`src/rtl/updown_count_driver_pkg.sv`:
```
// ---------------------------------------------------------------------------
// updown_count_driver_pkg: op-codes and FSM encoding for the counter driver.
// Rev 1.0
// ---------------------------------------------------------------------------
`default_nettype none

package updown_count_driver_pkg;

  localparam logic [1:0] OP_UP    = 2'b00;
  localparam logic [1:0] OP_DOWN  = 2'b01;
  localparam logic [1:0] OP_LOAD  = 2'b10;
  localparam logic [1:0] OP_CLEAR = 2'b11;

  typedef enum logic [2:0] {
    ST_RST_HOLD  = 3'd0,
    ST_IDLE      = 3'd1,
    ST_SETUP     = 3'd2,
    ST_STROBE_LO = 3'd3,
    ST_STROBE_HI = 3'd4,
    ST_FINISH    = 3'd5
  } state_t;

endpackage

`default_nettype wire

```
`src/rtl/updown_count_driver_strobe_timer.sv`:
```
// ---------------------------------------------------------------------------
// strobe_timer: loadable down-counter; o_tick marks the last cycle of a phase.
// Rev 1.0
// ---------------------------------------------------------------------------
`default_nettype none

module strobe_timer #(
  parameter int TW = 2
) (
  input  logic          clk,
  input  logic          rst_n,
  input  logic          i_load,
  input  logic [TW-1:0] i_load_val,
  output logic          o_tick
);

  logic [TW-1:0] r_cnt;

  assign o_tick = (r_cnt == '0);

  always_ff @(posedge clk or negedge rst_n) begin
    if (!rst_n) begin
      r_cnt <= '0;
    end else if (i_load) begin
      r_cnt <= i_load_val;
    end else if (!o_tick) begin
      r_cnt <= r_cnt - 1'b1;
    end
  end

endmodule

`default_nettype wire

```
`src/rtl/updown_count_driver.sv`:
```
// ---------------------------------------------------------------------------
// updown_count_driver: turns one-clock commands into MR/PL_bar/CPU/CPD pulses.
// Rev 1.0
// ---------------------------------------------------------------------------
`default_nettype none

module updown_count_driver
  import updown_count_driver_pkg::*;
#(
  parameter int WIDTH       = 4,
  parameter int COUNT_WIDTH = 8,
  parameter int PULSE_LOW   = 2,
  parameter int PULSE_HIGH  = 2
) (
  input  logic                   CLK,
  input  logic                   RST_bar,
  input  logic                   CMD_VALID,
  output logic                   CMD_READY,
  input  logic [1:0]             CMD_OP,
  input  logic [COUNT_WIDTH-1:0] CMD_COUNT,
  input  logic [WIDTH-1:0]       CMD_DATA,
  output logic                   DONE,
  output logic                   CARRY,
  output logic                   BORROW,
  output logic                   MR,
  output logic                   PL_bar,
  output logic                   CPU,
  output logic                   CPD,
  output logic [WIDTH-1:0]       D,
  input  logic                   TCU_bar,
  input  logic                   TCD_bar
);

  localparam int TW = $clog2(((PULSE_LOW > PULSE_HIGH) ? PULSE_LOW : PULSE_HIGH) + 1);
  localparam logic [TW-1:0] c_lo_reload = TW'(PULSE_LOW - 1);
  localparam logic [TW-1:0] c_hi_reload = TW'(PULSE_HIGH - 1);

  state_t                 r_state;
  state_t                 w_next;
  logic [1:0]             r_op;
  logic [1:0]             w_op;
  logic [COUNT_WIDTH-1:0] r_remaining;
  logic                   w_accept;
  logic                   w_step_op;
  logic                   w_tick;
  logic                   w_timer_load;
  logic [TW-1:0]          w_timer_val;

  assign w_accept  = (r_state == ST_IDLE) && CMD_VALID && CMD_READY;
  assign w_op      = w_accept ? CMD_OP : r_op;
  assign w_step_op = (r_op == OP_UP) || (r_op == OP_DOWN);

  strobe_timer #(
    .TW (TW)
  ) u_timer (
    .clk        (CLK),
    .rst_n      (RST_bar),
    .i_load     (w_timer_load),
    .i_load_val (w_timer_val),
    .o_tick     (w_tick)
  );

  always_comb begin
    w_next       = r_state;
    w_timer_load = 1'b0;
    w_timer_val  = c_lo_reload;
    case (r_state)
      ST_RST_HOLD: w_next = ST_IDLE;
      ST_IDLE: begin
        if (w_accept) begin
          if (CMD_OP == OP_LOAD) begin
            w_next = ST_SETUP;
          end else if ((CMD_OP != OP_CLEAR) && (CMD_COUNT == '0)) begin
            w_next = ST_FINISH;
          end else begin
            w_next       = ST_STROBE_LO;
            w_timer_load = 1'b1;
          end
        end
      end
      ST_SETUP: begin
        w_next       = ST_STROBE_LO;
        w_timer_load = 1'b1;
      end
      ST_STROBE_LO: begin
        if (w_tick) begin
          w_next       = ST_STROBE_HI;
          w_timer_load = 1'b1;
          w_timer_val  = c_hi_reload;
        end
      end
      ST_STROBE_HI: begin
        if (w_tick) begin
          // r_remaining was already decremented on entry to this phase
          if (w_step_op && (r_remaining != '0)) begin
            w_next       = ST_STROBE_LO;
            w_timer_load = 1'b1;
          end else begin
            w_next = ST_FINISH;
          end
        end
      end
      ST_FINISH: w_next = ST_IDLE;
      default:   w_next = ST_RST_HOLD;
    endcase
  end

  // Strobes are registered from the next state so they line up with the phase.
  always_ff @(posedge CLK or negedge RST_bar) begin
    if (!RST_bar) begin
      r_state     <= ST_RST_HOLD;
      r_op        <= OP_UP;
      r_remaining <= '0;
      MR          <= 1'b1;
      PL_bar      <= 1'b1;
      CPU         <= 1'b1;
      CPD         <= 1'b1;
      D           <= '0;
      CMD_READY   <= 1'b0;
      DONE        <= 1'b0;
      CARRY       <= 1'b0;
      BORROW      <= 1'b0;
    end else begin
      r_state   <= w_next;
      MR        <= (w_next == ST_STROBE_LO) && (w_op == OP_CLEAR);
      PL_bar    <= !((w_next == ST_STROBE_LO) && (w_op == OP_LOAD));
      CPU       <= !((w_next == ST_STROBE_LO) && (w_op == OP_UP));
      CPD       <= !((w_next == ST_STROBE_LO) && (w_op == OP_DOWN));
      CMD_READY <= (w_next == ST_IDLE);
      DONE      <= (w_next == ST_FINISH);
      if (w_accept) begin
        r_op        <= CMD_OP;
        r_remaining <= CMD_COUNT;
        CARRY       <= 1'b0;
        BORROW      <= 1'b0;
        if (CMD_OP == OP_LOAD) begin
          D <= CMD_DATA;
        end
      end else if ((r_state == ST_STROBE_LO) && w_step_op) begin
        if (!TCU_bar) begin
          CARRY <= 1'b1;
        end
        if (!TCD_bar) begin
          BORROW <= 1'b1;
        end
        if (w_next == ST_STROBE_HI) begin
          r_remaining <= r_remaining - 1'b1;
        end
      end
    end
  end

endmodule

`default_nettype wire

```
`config.mk`:
```
export PLATFORM = sky130hd
export DESIGN_NAME = updown_count_driver
export DESIGN_NICKNAME = d
export VERILOG_FILES = /design/src/rtl/updown_count_driver_pkg.sv /design/src/rtl/updown_count_driver_strobe_timer.sv /design/src/rtl/updown_count_driver.sv
export SDC_FILE = /design/constraint.sdc
export NUM_CORES = 1
export LEC_CHECK = 0
export ABC_AREA = 1
export CAP_MARGIN = 20
export CORE_MARGIN = 1.5
export CORE_UTILIZATION = 51
export CTS_BUF_LIST = sky130_fd_sc_hd__clkbuf_8 sky130_fd_sc_hd__clkbuf_16
export DETAILED_ROUTE_END_ITERATION = 8
export GPL_ROUTABILITY_DRIVEN = 0
export GPL_TIMING_DRIVEN = 0
export HOLD_SLACK_MARGIN = 0.06
export PLACE_DENSITY = 0.79
export SETUP_SLACK_MARGIN = 0.15
export SYNTH_ARGS = -nofsm -noshare
export SYNTH_HDL_FRONTEND = slang
export SYNTH_SLANG_ARGS = --single-unit
```
`constraint.sdc`:
```
create_clock -name CLK -period 1.88 [get_ports CLK]
set_input_delay 0.564 -clock CLK [delete_from_list [all_inputs] [get_ports CLK]]
set_output_delay 0.564 -clock CLK [all_outputs]
set_load 0.1 [all_outputs]
```
Word-level counts from Yosys, hierarchy flattened
Cells that the tools add are included.

word-level totals
  bits in registers = 27
  bits of input ports = 19
  output and inout port bits = 12
  logic and storage cells = 85

operators by class
  add/subtract/negate cells = 2
  eq/ne operators = 18
  muxes and demuxes = 26
  reductions and logical operators = 26

operators by type and width
  cell                                                    count
  two-way mux 8 bit                                       3
  two-way mux 3 bit                                       6
  case mux 3 bit (5 select lines)                         1
  equality test 3 bit (second input constant)             4
  two-way mux 1 bit                                       12
  equality test 3 x 2 -> 1 bit (second input constant)    3
  logical AND 1 bit                                       9
  zero test 8 bit                                         1
  AND reduction 2 bit                                     4
  nonzero test 8 bit                                      1
  subtractor 8 x 1 -> 8 bit (second input constant)       1
  equality test 2 bit (second input constant)             3
  equality test 3 x 1 -> 1 bit (second input constant)    2
  zero test 2 bit                                         3
  two-way mux 2 bit                                       3
  inequality test 2 x 1 -> 1 bit (second input constant)  3
  equality test 2 x 1 -> 1 bit (second input constant)    2
  case mux 1 bit (4 select lines)                         1
  nonzero test 2 bit                                      2
  zero test 1 bit                                         3
  zero test 3 bit                                         1
  inequality test 2 bit (second input constant)           1
  OR reduction 2 bit                                      1
  subtractor 2 x 1 -> 2 bit (second input constant)       1
  logical OR 1 bit                                        1

Logic depth before layout (Yosys ltp)
  depth after elaboration = 10
  gate-level depth with buffers = 11

By module
From an unflattened synthesis, not the netlist that was laid out.

second synthesis, totals
  cell total of the unflattened synthesis = 198
  area total of the unflattened synthesis = 1,587.8 µm²

by module, submodules not included
  module               instances  cells each  area an instance (µm²)  seq. area each (µm²)
  updown_count_driver  1          182         1,468.9                 630.6
  strobe_timer         1          16          118.9                   50.0

Worst setup path after synthesis
OpenSTA, ideal clock, no wires.

  path type = register to register
  start = register CMD_READY
  end = register r_remaining[0]
  library setup time = 0.116 ns
  arrival = 1.814 ns
  required time = 1.764 ns
  slack = -0.051 ns
  stages on the path, launching flop included = 8
  path buffers = 2
  period minus slack after synthesis = 1.931 ns
  path through = dfrtp_1 > nand2_1 > nor2_4 > buf_12 > buf_12 > o21ai_0 > nand2_1 > nand2_1

between the ends
  word-level cells in the longest chain between the ends = 6
  elaborated cells on any way between the ends = 8
  classes of those cells = 1 x eq/ne; 3 x mux; 4 x reduce/logical

RTL lines
  item                             line                        source
  start: declaration               updown_count_driver.sv:18   output logic CMD_READY,
  start signal: assignment         updown_count_driver.sv:129  CMD_READY <= (w_next == ST_IDLE);
  logical AND 1 bit (*)            updown_count_driver.sv:49   assign w_accept = (r_state == ST_IDLE) && CMD_VALID && CMD_READY;
  two-way mux 3 bit                updown_count_driver.sv:70   if (w_accept) begin
  case mux 3 bit (5 select lines)  updown_count_driver.sv:67   case (r_state)
  equality test 3 bit              updown_count_driver.sv:146  if (w_next == ST_STROBE_HI) begin
  nonzero test 2 bit (no line)     --
  AND reduction 2 bit (no line)    --
  end signal: assignment           updown_count_driver.sv:147  r_remaining <= r_remaining - 1'b1;
  end: declaration                 updown_count_driver.sv:42   logic [COUNT_WIDTH-1:0] r_remaining;

Mark *: on every way between the ends. The rest lies on a longest branch, timed or not.
A chain may end at the register's enable or synchronous reset.

Worst setup path in the final report
  start = input port CMD_VALID
  end = register r_remaining[1]

between the ends
  word-level cells in the longest chain between the ends = 7
  elaborated cells on any way between the ends = 9
  classes of those cells = 1 x eq/ne; 3 x mux; 5 x reduce/logical

RTL lines
  item                                line                        source
  start: declaration                  updown_count_driver.sv:17   input logic CMD_VALID,
  logical AND 1 bit (*) (2 in a row)  updown_count_driver.sv:49
  two-way mux 3 bit                   updown_count_driver.sv:70
  case mux 3 bit (5 select lines)     updown_count_driver.sv:67
  equality test 3 bit                 updown_count_driver.sv:146
  nonzero test 2 bit (no line)        --
  AND reduction 2 bit (no line)       --

Marked as above.

==> out/results.ini <==
[clocking]
max-clock-path-buffers=2
clkTransAtPathRegs_ns=0.10
insertion_delay_ns=0.28
root_buffer=clkbuf_8
hold_buffers=0
numCtsBuffers=3
post-cts-setup-buffers=0
htreeDepth=1
cts_sinks=27
cts_tree=yes

[synth]
synthFlopType=dfrtp_1
ys_seq_elements=27
synth_edf_count=0
yosys.area_share.adder=0.0158
syn_inst=197
avgSynthCellArea_um2=8.03
yosysTopAreaCellShare=0.364
syn_nets=218
synthMuxAreaShare=0
synthesis.area_mm2=0.00158
synth_common_cells=56 x nand2_1, 23 x dfrtp_1, 21 x nand3_1
synth_most_common_cell=nand2_1
yosysUniqueCellTypes=25
synth_top_area_cell=dfrtp_1
yosysSeqAreaShare=0.430
synth-simple-area-share=0.385
synth_xor_area_frac=0.0166
yosysWarnings=0
async_flop_share=1.00
ys_top_cells_by_area=dfrtp_1 36%, nand2_1 13%, dfstp_2 6.6%
synth_compound_area_frac=0.0807
synth_top_family_by_area=simple AND/OR/NAND/NOR gates

[layout]
nets=254
layout-drive-gt1-share=0.241
n_antenna_cell=0
area_growth_pct=24.1

[pwr]
switching_share=0.552
p_sw_uw=2100
p_comb_frac=0.633
power_density_mw_per_mm2=1940
power_leakage_uw=0.000952
intPower_uw=1700
pwr-share-seq=0.276
ir_drop_mv=1.34
p_total_uw=3800
p_clk_frac=0.090

[timing]
tns_ns=0
finalSetupViolCount=0
max_slew_margin=0.558
maxSlewViolCount=0
finalCriticalPeriod_ns=1.68
clock_skew_ns=0.00353
setup_slack_ns=0.202
grt_setup_unrepaired=true
max_freq_mhz=596
period_share=0.893
final_hold_viol_count=0
tightest_slew_ns=0.661

[global_routing]
grt_pass1_wl_um=5550
antenna_found_initial=0
grt.total_usage=0.215
grt_pass1_vias=1306
gr-total-overflow=0
grt_max_degree=17

[worst_setup_path]
cp_common_cell=nand2_1
crit_end=r_remaining[1]
cp_slowest_stage_delay_ns=0.47
crit_slowest_cell=clkdlybuf4s50_1
critPathLaunch=CMD_VALID
worst_setup_path_end_kind=flip-flop
cp_max_fo=10
rr_startpoint=u_timer.r_cnt[0]
rr_worst_depth=10
start_kind=input pin
r2r_end=r_remaining[1]
cp.required_ns=2.05
crit_path_cell_trace=clkdlybuf4s50_1 -> nand2_1 -> nor2_4 -> inv_2 -> buf_2 -> nand3_1 -> nand2_1
critPathKind=input pin to flip-flop
rrSetupSlack_ns=0.33
crit_arrival_ns=1.85

[floorplanning]
die_w_um=58.7
core_mm2=0.00300
dieArea_mm2=0.00344
die_h_um=58.7
io-pin-count=31
rows=20
start_util=0.527

[route]
wl_per_cell_um=12.0
post-route-drc-count=0
via_per_inst=5.12
ant_nets=0
dr.pass1.iters=4
wl_um=3180
num_vias=1357
drt_iter0_drc=35

[run]
drv_cap=0

[hold_path]
min_path_cells=2
hold_class=flip-flop to flip-flop

[placed_design]
hpwl_um=2490
pre_cts_ws_ns=-0.304
io_buffers=30

[outcome]
status=finished clean

layout make-up:
type / count / area (µm²)
clock buffers: 3 / 41.3
repair buffers: 31 / 277
clock inverters: 1 / 7.51
multi-input cells: 149 / 802
flip-flops and latches: 27 / 682
plain buffers: 3 / 45.0
inverters: 18 / 67.6
fillers: 275 / 1040
well taps: 33 / 41.3
cell families after synthesis:
logic type	count (synthesis)
adders and majority gates	2
buffers and inverters	21
DFF	27
xor gates and xnor gates	3
and+or+nand+nor	125
AOI/OAI and AO/OA	19
routing by layer:
metal | wire [µm] | GRT usage
met4 | 59 | 0.0974
met1 | 1530 | 0.279
met3 | 94 | 0.0352
met2 | 1500 | 0.353
met5 | 0 | 0
cells in the final DEF (no fill, tap or decap), drive strengths merged:
| cell type | count |
|---|---|
| a21oi | 3 |
| clkdlybuf4s50 | 17 |
| nand2 | 67 |
| o21ai | 12 |
| nor3 | 5 |
| nor2 | 26 |
| inv | 18 |
| dlygate4sd2 | 1 |
| dfrtp | 23 |
| clkinvlp | 1 |
| ha | 2 |
| nand3 | 25 |
| o21bai | 1 |
| xor2 | 3 |
| o21a | 2 |
| a21boi | 1 |
| clkbuf | 3 |
| dfstp | 4 |
| buf | 16 |
| nand4 | 2 |
worst max-delay path: cells and delay by family:
family,cells,cell delay [ns]
buffers and inverters,3,0.82
and+or+nand+nor,4,0.47
state kept, by name, indices dropped and copies added, names as in the netlist:
signal         cells
r_remaining        8
u_timer.r_cnt      2
MR                 1
CPU                1
CMD_READY          1
DONE               1
PL_bar             1
BORROW             1
D                  4
CPD                1
CARRY              1
r_op               2
r_state            3
worst min path at each step:
stage	startpoint	to	slack (ns)
2_1_floorplan	RST_bar	BORROW	0.27
3_3_place_gp	D[0]	D[0]	0.47
3_5_place_dp	D[0]	D[0]	0.48
4_1_cts	D[0]	D[0]	0.50
5_1_grt	D[1]	D[1]	0.54
6_report	D[0]	D[0]	0.49
per-stage QoR:
step                      area [µm²]   util  cells  hold slack (ns)
after global routing            1960  0.654    265            0.536
after global placement          1920  0.641    260            0.473
after CTS                       1950  0.649    265            0.498
final                           1960  0.654    265            0.494
after floorplan                 1580      -    197            0.268
after detailed placement        1950  0.650    261            0.479
repair_timing:
action                                  4_1_cts  5_1_grt
endpoints found under the hold margin         0        0
endpoints found under the setup margin       20       12
resized for setup                            65        4
pin swaps                                     0        0
power groups by stage:
stage / Sequential, µW / Combinational (µW) / Clock [µW]
floorplan: 1780 / 1230 / 0
global placement: 1050 / 2430 / 0
detailed placement: 1060 / 2480 / 0
CTS: 1050 / 2400 / 351
global route: 1080 / 2620 / 374
finish: 1050 / 2410 / 344
No activity file was read; power rests on OpenSTA's default activity.
